===== src/rtl/rvfi_check_seq_pkg.sv =====
// Shared types and helpers for the RVFI check sequencer.
package rvfi_check_seq_pkg;

  localparam int CNT_W_DEFAULT = 8;

  typedef enum logic [1:0] {
    ST_IDLE  = 2'd0,
    ST_COUNT = 2'd1,
    ST_DONE  = 2'd2,
    ST_ABORT = 2'd3
  } state_t;

  function automatic logic [5:0] popcount(input logic [31:0] v);
    logic [5:0] n;
    n = '0;
    for (int i = 0; i < 32; i++) begin
      n = n + {5'd0, v[i]};
    end
    return n;
  endfunction

endpackage


===== src/rtl/rvfi_check_seq_pick.sv =====
// Per-channel ordinal/eligibility and lowest-index one-hot pick (combinational).
// Honours RVFI_CHECK_SEQ_FILTER_EN for the instruction match filter.
module rvfi_check_seq_pick #(
  parameter int              NRET         = 1,
  parameter int              ILEN         = 32,
  parameter int              CHECK_DEPTH  = 8,
  parameter int              CNT_W        = 8,
  parameter logic [ILEN-1:0] FILTER_MASK  = '0,
  parameter logic [ILEN-1:0] FILTER_MATCH = '0
) (
  input  logic [NRET-1:0]      valid,
  input  logic [NRET*ILEN-1:0] insn,
  input  logic [NRET-1:0]      halt,
  input  logic [CNT_W-1:0]     retire_cnt,
  output logic [NRET-1:0]      pick,
  output logic                 halt_abort
);

  // Wide enough that count + channel index never wraps before comparing with the depth.
  localparam int OW = CNT_W + 9;
  localparam logic [OW-1:0] DEPTH_W = OW'(CHECK_DEPTH);

  logic [NRET-1:0] pass;

  for (genvar gi = 0; gi < NRET; gi++) begin : g_filter
`ifdef RVFI_CHECK_SEQ_FILTER_EN
    assign pass[gi] = (insn[gi*ILEN +: ILEN] & FILTER_MASK) == FILTER_MATCH;
`else
    assign pass[gi] = 1'b1;
`endif
  end

`ifndef RVFI_CHECK_SEQ_FILTER_EN
  logic unused_filter;
  assign unused_filter = ^{insn, FILTER_MASK, FILTER_MATCH};
`endif

  // A halt aborts only if no eligible channel sits at or below it in program order.
  always_comb begin
    logic [OW-1:0] ord;
    logic          seen;
    logic          elig;
    pick       = '0;
    halt_abort = 1'b0;
    seen       = 1'b0;
    ord        = OW'(retire_cnt);
    for (int k = 0; k < NRET; k++) begin
      ord  = ord + OW'(valid[k]);
      elig = valid[k] && pass[k] && (ord >= DEPTH_W);
      if (elig && !seen) begin
        pick[k] = 1'b1;
      end
      seen = seen | elig;
      if (valid[k] && halt[k] && !seen) begin
        halt_abort = 1'b1;
      end
    end
  end

endmodule


===== src/rtl/rvfi_check_seq.sv =====
// RVFI check sequencer: fires one check strobe at the CHECK_DEPTH-th retirement.
// Optional instruction filter enabled by macro RVFI_CHECK_SEQ_FILTER_EN.
module rvfi_check_seq
  import rvfi_check_seq_pkg::*;
#(
  parameter int              NRET         = 1,
  parameter int              ILEN         = 32,
  parameter int              CHECK_DEPTH  = 8,
  parameter int              CNT_W        = CNT_W_DEFAULT,
  parameter logic [ILEN-1:0] FILTER_MASK  = '0,
  parameter logic [ILEN-1:0] FILTER_MATCH = '0
) (
  input  logic                 clock,
  input  logic                 resetn,
  input  logic [NRET-1:0]      rvfi_valid,
  input  logic [NRET*ILEN-1:0] rvfi_insn,
  input  logic [NRET-1:0]      rvfi_halt,
  output logic                 check,
  output logic [NRET-1:0]      check_chan,
  output logic [CNT_W-1:0]     retire_cnt,
  output logic                 done,
  output logic                 aborted
);

  localparam int SW = CNT_W + 6;
  localparam logic [CNT_W-1:0] CNT_MAX = '1;

  state_t           state_reg, state_next;
  logic [CNT_W-1:0] cnt_reg, cnt_next;
  logic             done_reg, aborted_reg;
  logic [NRET-1:0]  pick;
  logic             halt_abort;
  logic [SW-1:0]    sum;

  rvfi_check_seq_pick #(
    .NRET         (NRET),
    .ILEN         (ILEN),
    .CHECK_DEPTH  (CHECK_DEPTH),
    .CNT_W        (CNT_W),
    .FILTER_MASK  (FILTER_MASK),
    .FILTER_MATCH (FILTER_MATCH)
  ) u_pick (
    .valid      (rvfi_valid),
    .insn       (rvfi_insn),
    .halt       (rvfi_halt),
    .retire_cnt (cnt_reg),
    .pick       (pick),
    .halt_abort (halt_abort)
  );

  // Strobe is gated by reset combinationally so nothing leaks while resetn is low.
  assign check_chan = (resetn && state_reg == ST_COUNT) ? pick : '0;
  assign check      = |check_chan;
  assign retire_cnt = cnt_reg;
  assign done       = done_reg;
  assign aborted    = aborted_reg;

  always_comb begin
    state_next = state_reg;
    cnt_next   = cnt_reg;
    sum        = SW'(cnt_reg) + SW'(popcount(32'(rvfi_valid)));
    case (state_reg)
      ST_IDLE:  state_next = ST_COUNT;
      ST_COUNT: begin
        cnt_next = (sum > SW'(CNT_MAX)) ? CNT_MAX : sum[CNT_W-1:0];
        if (check) begin
          state_next = ST_DONE;
        end else if (halt_abort) begin
          state_next = ST_ABORT;
        end
      end
      default:  state_next = state_reg;
    endcase
  end

  always_ff @(posedge clock) begin
    if (!resetn) begin
      state_reg   <= ST_IDLE;
      cnt_reg     <= '0;
      done_reg    <= 1'b0;
      aborted_reg <= 1'b0;
    end else begin
      state_reg   <= state_next;
      cnt_reg     <= cnt_next;
      done_reg    <= (state_next == ST_DONE);
      aborted_reg <= (state_next == ST_ABORT);
    end
  end

endmodule


===== config.mk =====
export PLATFORM = sky130hd
export DESIGN_NAME = rvfi_check_seq
export DESIGN_NICKNAME = d
export VERILOG_FILES = /design/src/rtl/rvfi_check_seq_pkg.sv /design/src/rtl/rvfi_check_seq_pick.sv /design/src/rtl/rvfi_check_seq.sv
export SDC_FILE = /design/constraint.sdc
export NUM_CORES = 1
export LEC_CHECK = 0
export CORE_MARGIN = 2
export CORE_UTILIZATION = 36
export CTS_BUF_LIST = sky130_fd_sc_hd__clkbuf_4 sky130_fd_sc_hd__clkbuf_8 sky130_fd_sc_hd__clkbuf_16
export DETAILED_ROUTE_END_ITERATION = 12
export GPL_TIMING_DRIVEN = 0
export HOLD_SLACK_MARGIN = 0.03
export PLACE_DENSITY = 0.9
export SYNTH_ARGS = -nofsm -noshare
export SYNTH_HDL_FRONTEND = slang
export SYNTH_SLANG_ARGS = --single-unit

===== constraint.sdc =====
create_clock -name clock -period 5 [get_ports clock]
set_input_delay 1 -clock clock [delete_from_list [all_inputs] [get_ports clock]]
set_output_delay 1 -clock clock [all_outputs]
set_load 0.02 [all_outputs]

# Word-level counts from Yosys, hierarchy flattened
# Index checks and enable logic that the tools add are counted.
# W data, S select, Z words.
# word_totals
regBits	12
out_inout_bits	12
elab_cells	24
# classes
mux	7
order_cmp	2
n_addsub	2
n_reduce_logical	6
eq_ne	3
# ops
operator	n
$add A8 B1 Y9	2
$ge A17 B4 Y1 const B	1
$gt A9 B8 Y1 const B	1
$mux W8	1
$eq A2 B2 Y1 const B	2
$logic_and A1 B1 Y1	4
$mux W2	2
$pmux W2 S2	1
$mux W1	3
$eq A2 B1 Y1 const B	1
$logic_not A2 Y1	1
$logic_not A1 Y1	1

# Longest topological paths before layout
# Gate-level depths: netlist of the first run.
# depth
depth_word	10
depth_mapped	7
depth_no_buf	6

# Modules after synthesis
# From an unflattened synthesis of the first run, not the netlist that was laid out.
# unflattened
hier_cells	72
hier_area_um2	659.4
# by_module_without_submodules
mod	area_per_inst_um2	instances	cells_per_inst
rvfi_check_seq	581.8	1	64
rvfi_check_seq_pick	77.6	1	8

# Worst setup path before layout of the first run
# Ideal clock, no wire load.
# synth_timing
path_kind	input-to-output
start	input rvfi_valid
end	output check_chan
t_arrival_ps	2840
setup_slack_ps	1160
path_buffers	1
cell_stages	7
path_cell_list	ha_1 -> ha_1 -> nand2_1 -> nor4b_1 -> or2_2 -> a211oi_1 -> buf_4
# synth_between
elab_chain_len	5
# synth_rtl
item	line_no	text
start, declared	rvfi_check_seq.sv:15	input logic [NRET-1:0] rvfi_valid,
$add A8 B1 Y9	rvfi_check_seq_pick.sv:48	ord = ord + OW'(valid[k]);
$ge A17 B4 Y1	rvfi_check_seq_pick.sv:49	elig = valid[k] && pass[k] && (ord >= DEPTH_W);
$logic_and A1 B1 Y1 (*)	rvfi_check_seq_pick.sv:49	
$mux W1 (*)	rvfi_check_seq_pick.sv:50	if (elig && !seen) begin
$mux W1 (*)	rvfi_check_seq.sv:52	assign check_chan = (resetn && state_reg == ST_COUNT) ? pick : '0;
end, declared	rvfi_check_seq.sv:19	output logic [NRET-1:0] check_chan,
# Every way passes the cells marked *; elsewhere a longest branch is shown, timed or not.

# Worst setup path in the final report of the first run
# Same ends and word-level chain as after synthesis.

==> results.md, run 1 <==
* Max reg flops at 8
* First-pass GRT wire length at ~2400 µm
* Post-CTS setup buffer count at 0
* FF-to-FF setup slack at 3.00 ns
* Worst slew pin tran at around 0.34 ns
* Post-Layout Cell Count at 123
* FFs w/ async S/R, synth at 0%
* Reg2reg path depth at 7
* GP Congestion at 0.830
* Initial antenna violation count at 0
* MaxCap Viol Count at 0
* Core ar. at approximately 1700 µm²
* Number of synthesized flops with an enable pin at 0
* Setup TNS at 0 ns
* Clock buffer depth at 2
* Critical Path End: check_chan
* Die Y at 47.5 µm
* Vias at 677
* Ports at 48
* Die area at 2260 µm²
* Root buffer cell: clkbuf_4
* Setup crit start kind: input pin
* Synth Area per Inst at 8.52 µm²
* IO Port Bufs at 14
* CTS Sinks at 12
* DRT Pass-1 Iters at 4
* Antenna cells at 0
* Row Count at 15
* Utilization after layout at roughly half
* Grt ovf at 0
* Setup CP Type: in2out
* Storage cell area at about 240 µm²
* TritonCTS clock tree: yes
* Worst min-delay path category: reg2reg
* Nets at 137
* Total GRT Usage at between 10% and 20%
* Worst-path clk slew at about 0.080 ns
* Layout cell share with drive strength beyond 1 at 14.3%
* H-Tree Depth at 1
* Fillers at 169
* Top FF cell, synth: dfxtp_1
* TritonCTS Buffers at 3
* FF+latch count, synth at 12
* Peak VDD IR at 0.000110 V
* Routed WL per cell at 12.5 µm
* Area of the multi-input gates at around 400 µm²
* Syn_nets at 118
* R2R Path End: retire_cnt[7]$_SDFFE_PN0N_
* Arrival time of the worst setup path at around 3.6 ns
* Unrepaired setup endpoints after global routing: no
* Dpl cells at 119
* Final Max Slew Viols at 0
* Vias per std cell at 5.50
* Latest clock arrival within the worst-skew pair at 0.27 ns
* Hold_buf cts at 0
* Initial core utilization at 39.1%
* Fin crit period at 4.60 ns
* Worst R2R Start: retire_cnt[0]$_SDFFE_PN0N_
* Beginning of the critical path: rvfi_valid
* Synth unique cells at 36
* LEAKAGE at between 0.3 and 0.4 nW
* Cell area power density at ~230 nW/µm²
* Initial DRC Count at 15
* Yosys warns at 0
* Cells after Synth at 80
* Final period util at 92.1%
* Final hold violation count at 0
* Final setup viols at 0
* Power, Total at around 200 µW
* CP max FO at 5
* Clk_skew at 0.00217 ns
* DRC violations left at 0
* Crit end category: output port
* Final ANT Viol Nets at 0
* Max Freq at 217 MHz
* Vias in the first global route at about 560
* Drt total wl at 1540 µm
* Worst hold margin at about 0.55 ns
* Worst relative slew slack at about 77%
* Outcome: completed
* Die width at 47.5 µm
* Area delta synth->final at 30.5%
* Cts repair resizes at 0
* Synthesized cell area at 682 µm²
* Post-DP HPWL at 1130 µm
* Sequential share of the synthesized area at 35.2%
* Worst EP required at 4.00 ns
* Largest net degree at the start of global routing at 11
-- routing by layer --
layer,part of all wire (%),global-route usage (%),vias up
met4,2.2,8.89,0
li1,-,-,343
met2,47,23.0,21
met5,0,0,-
met1,45,19.9,309
met3,5.3,2.64,4
-- worst min path at each step --
stage                                           from                         end  slack [ns]  cells after the start
after floorplan              state_reg[1]$_SDFF_PN0_     state_reg[1]$_SDFF_PN0_        0.53                      2
after global placement    retire_cnt[2]$_SDFFE_PN0N_  retire_cnt[2]$_SDFFE_PN0N_        0.52                      1
after detailed placement  retire_cnt[2]$_SDFFE_PN0N_  retire_cnt[2]$_SDFFE_PN0N_        0.53                      1
after CTS                 retire_cnt[2]$_SDFFE_PN0N_  retire_cnt[2]$_SDFFE_PN0N_        0.55                      1
after global routing      retire_cnt[4]$_SDFFE_PN0N_  retire_cnt[4]$_SDFFE_PN0N_        0.59                      1
final                     retire_cnt[4]$_SDFFE_PN0N_  retire_cnt[4]$_SDFFE_PN0N_        0.55                      1
-- critical path, stage by stage --
cell	delay, ns
clkdlybuf4s50_1	0.55
ha_1	0.26
nand2_1	0.10
or3_2	0.47
and3_1	0.21
a211oi_1	0.27
buf_4	0.16
clkdlybuf4s50_1	0.58
-- stage by stage --
step	cell area [µm²]	setup slack [ns]
after CTS	890	0.372
after global placement	853	0.434
after detailed placement	853	0.374
after floorplan	682	1.16
final	890	0.396
after global routing	890	0.237
-- cell families (layout without fill, tap and decap cells) --
| kind of cell | Yosys count | count (layout) | share of synthesized area, % |
|---|---|---|---|
| AND/OR/NAND/NOR | 36 | 36 | 30.5 |
| buffers and inverters | 6 | 24 | 5.87 |
| XOR/XNOR | 1 | 1 | 1.28 |
| flip-flops | 12 | 12 | 35.2 |
| adder cells (fa/ha/maj) | 2 | 2 | 3.67 |
| AO/OA/AOI/OAI | 23 | 23 | 23.5 |
-- cell type report --
type                       count  area share (%)
multi-input combinational     62            45.1
buffer                         4            3.66
sequential                    12            27.0
tap                           25            3.52
timing repair buffer          14            15.8
clock buffer                   4            4.08
inverter                       2           0.844
-- cells in the final DEF, fill, tap and decap left out, types with 3 or more instances in the layout --
cell and count:
nor3_1 4, nor2_1 5, dfxtp_1 12, clkdlybuf4s50_1 14, a21oi_1 5, o21ai_0 5
nand2_1 5, a31oi_1 4, clkbuf_4 3, nand3_1 3, and4_1 3
-- cell usage after synthesis, types with 2 or more instances --
master	number	area (µm²)
o21ai_0	5	25.0
a311oi_1	2	17.5
ha_1	2	25.0
inv_1	2	7.51
nor2b_1	2	12.5
nand3_1	3	15.0
and3_1	2	12.5
and4_1	3	26.3
a31oi_1	4	25.0
nor4_1	2	12.5
nand2b_1	2	12.5
nand2_1	5	18.8
a21oi_1	5	25.0
nor3_1	4	20.0
dfxtp_1	12	240
nor2_1	5	18.8
-- power breakdown --
| group | switching, mW | leakage [nW] | total, mW | internal [mW] |
|---|---|---|---|---|
| clock | 0.0329 | 0.0210 | 0.0772 | 0.0443 |
| sequential | 0.00330 | 0.0977 | 0.102 | 0.0984 |
| combinational | 0.0124 | 0.202 | 0.0226 | 0.0101 |
| total | 0.0487 | 0.321 | 0.202 | 0.153 |
Power figures use the tool's default switching activity.
==> run 2: changes to the inputs <==
==> constraint.sdc (replaced) <==
create_clock -name clock -period 5 [get_ports clock]
set_input_delay 1 -clock clock [delete_from_list [all_inputs] [get_ports clock]]
set_output_delay 1 -clock clock [all_outputs]
set_load 0.05 [all_outputs]
==> results of run 2 <==
The final DEF is identical to that of run 1. Status: completed.
Main changes from that run: setup slack after placement 0.374 ns -> 0.175 ns; setup slack after layout 0.396 ns -> 0.196 ns; total power 0.202 mW -> 0.206 mW; worst IR drop on VDD 0.000110 V -> 0.000111 V
==> run 3: changes to the inputs <==
==> constraint.sdc (replaced) <==
create_clock -name clock -period 5.9 [get_ports clock]
set_input_delay 1.18 -clock clock [delete_from_list [all_inputs] [get_ports clock]]
set_output_delay 1.18 -clock clock [all_outputs]
set_load 0.05 [all_outputs]
==> results of run 3 <==
The final DEF is identical to that of run 1. Status: completed.
Main changes from that run: setup slack after placement 0.374 ns -> 0.715 ns; setup slack after layout 0.396 ns -> 0.736 ns; register-to-register setup slack 3.00 ns -> 3.90 ns; total power 0.202 mW -> 0.175 mW; worst IR drop on VDD 0.000110 V -> 0.0000940 V
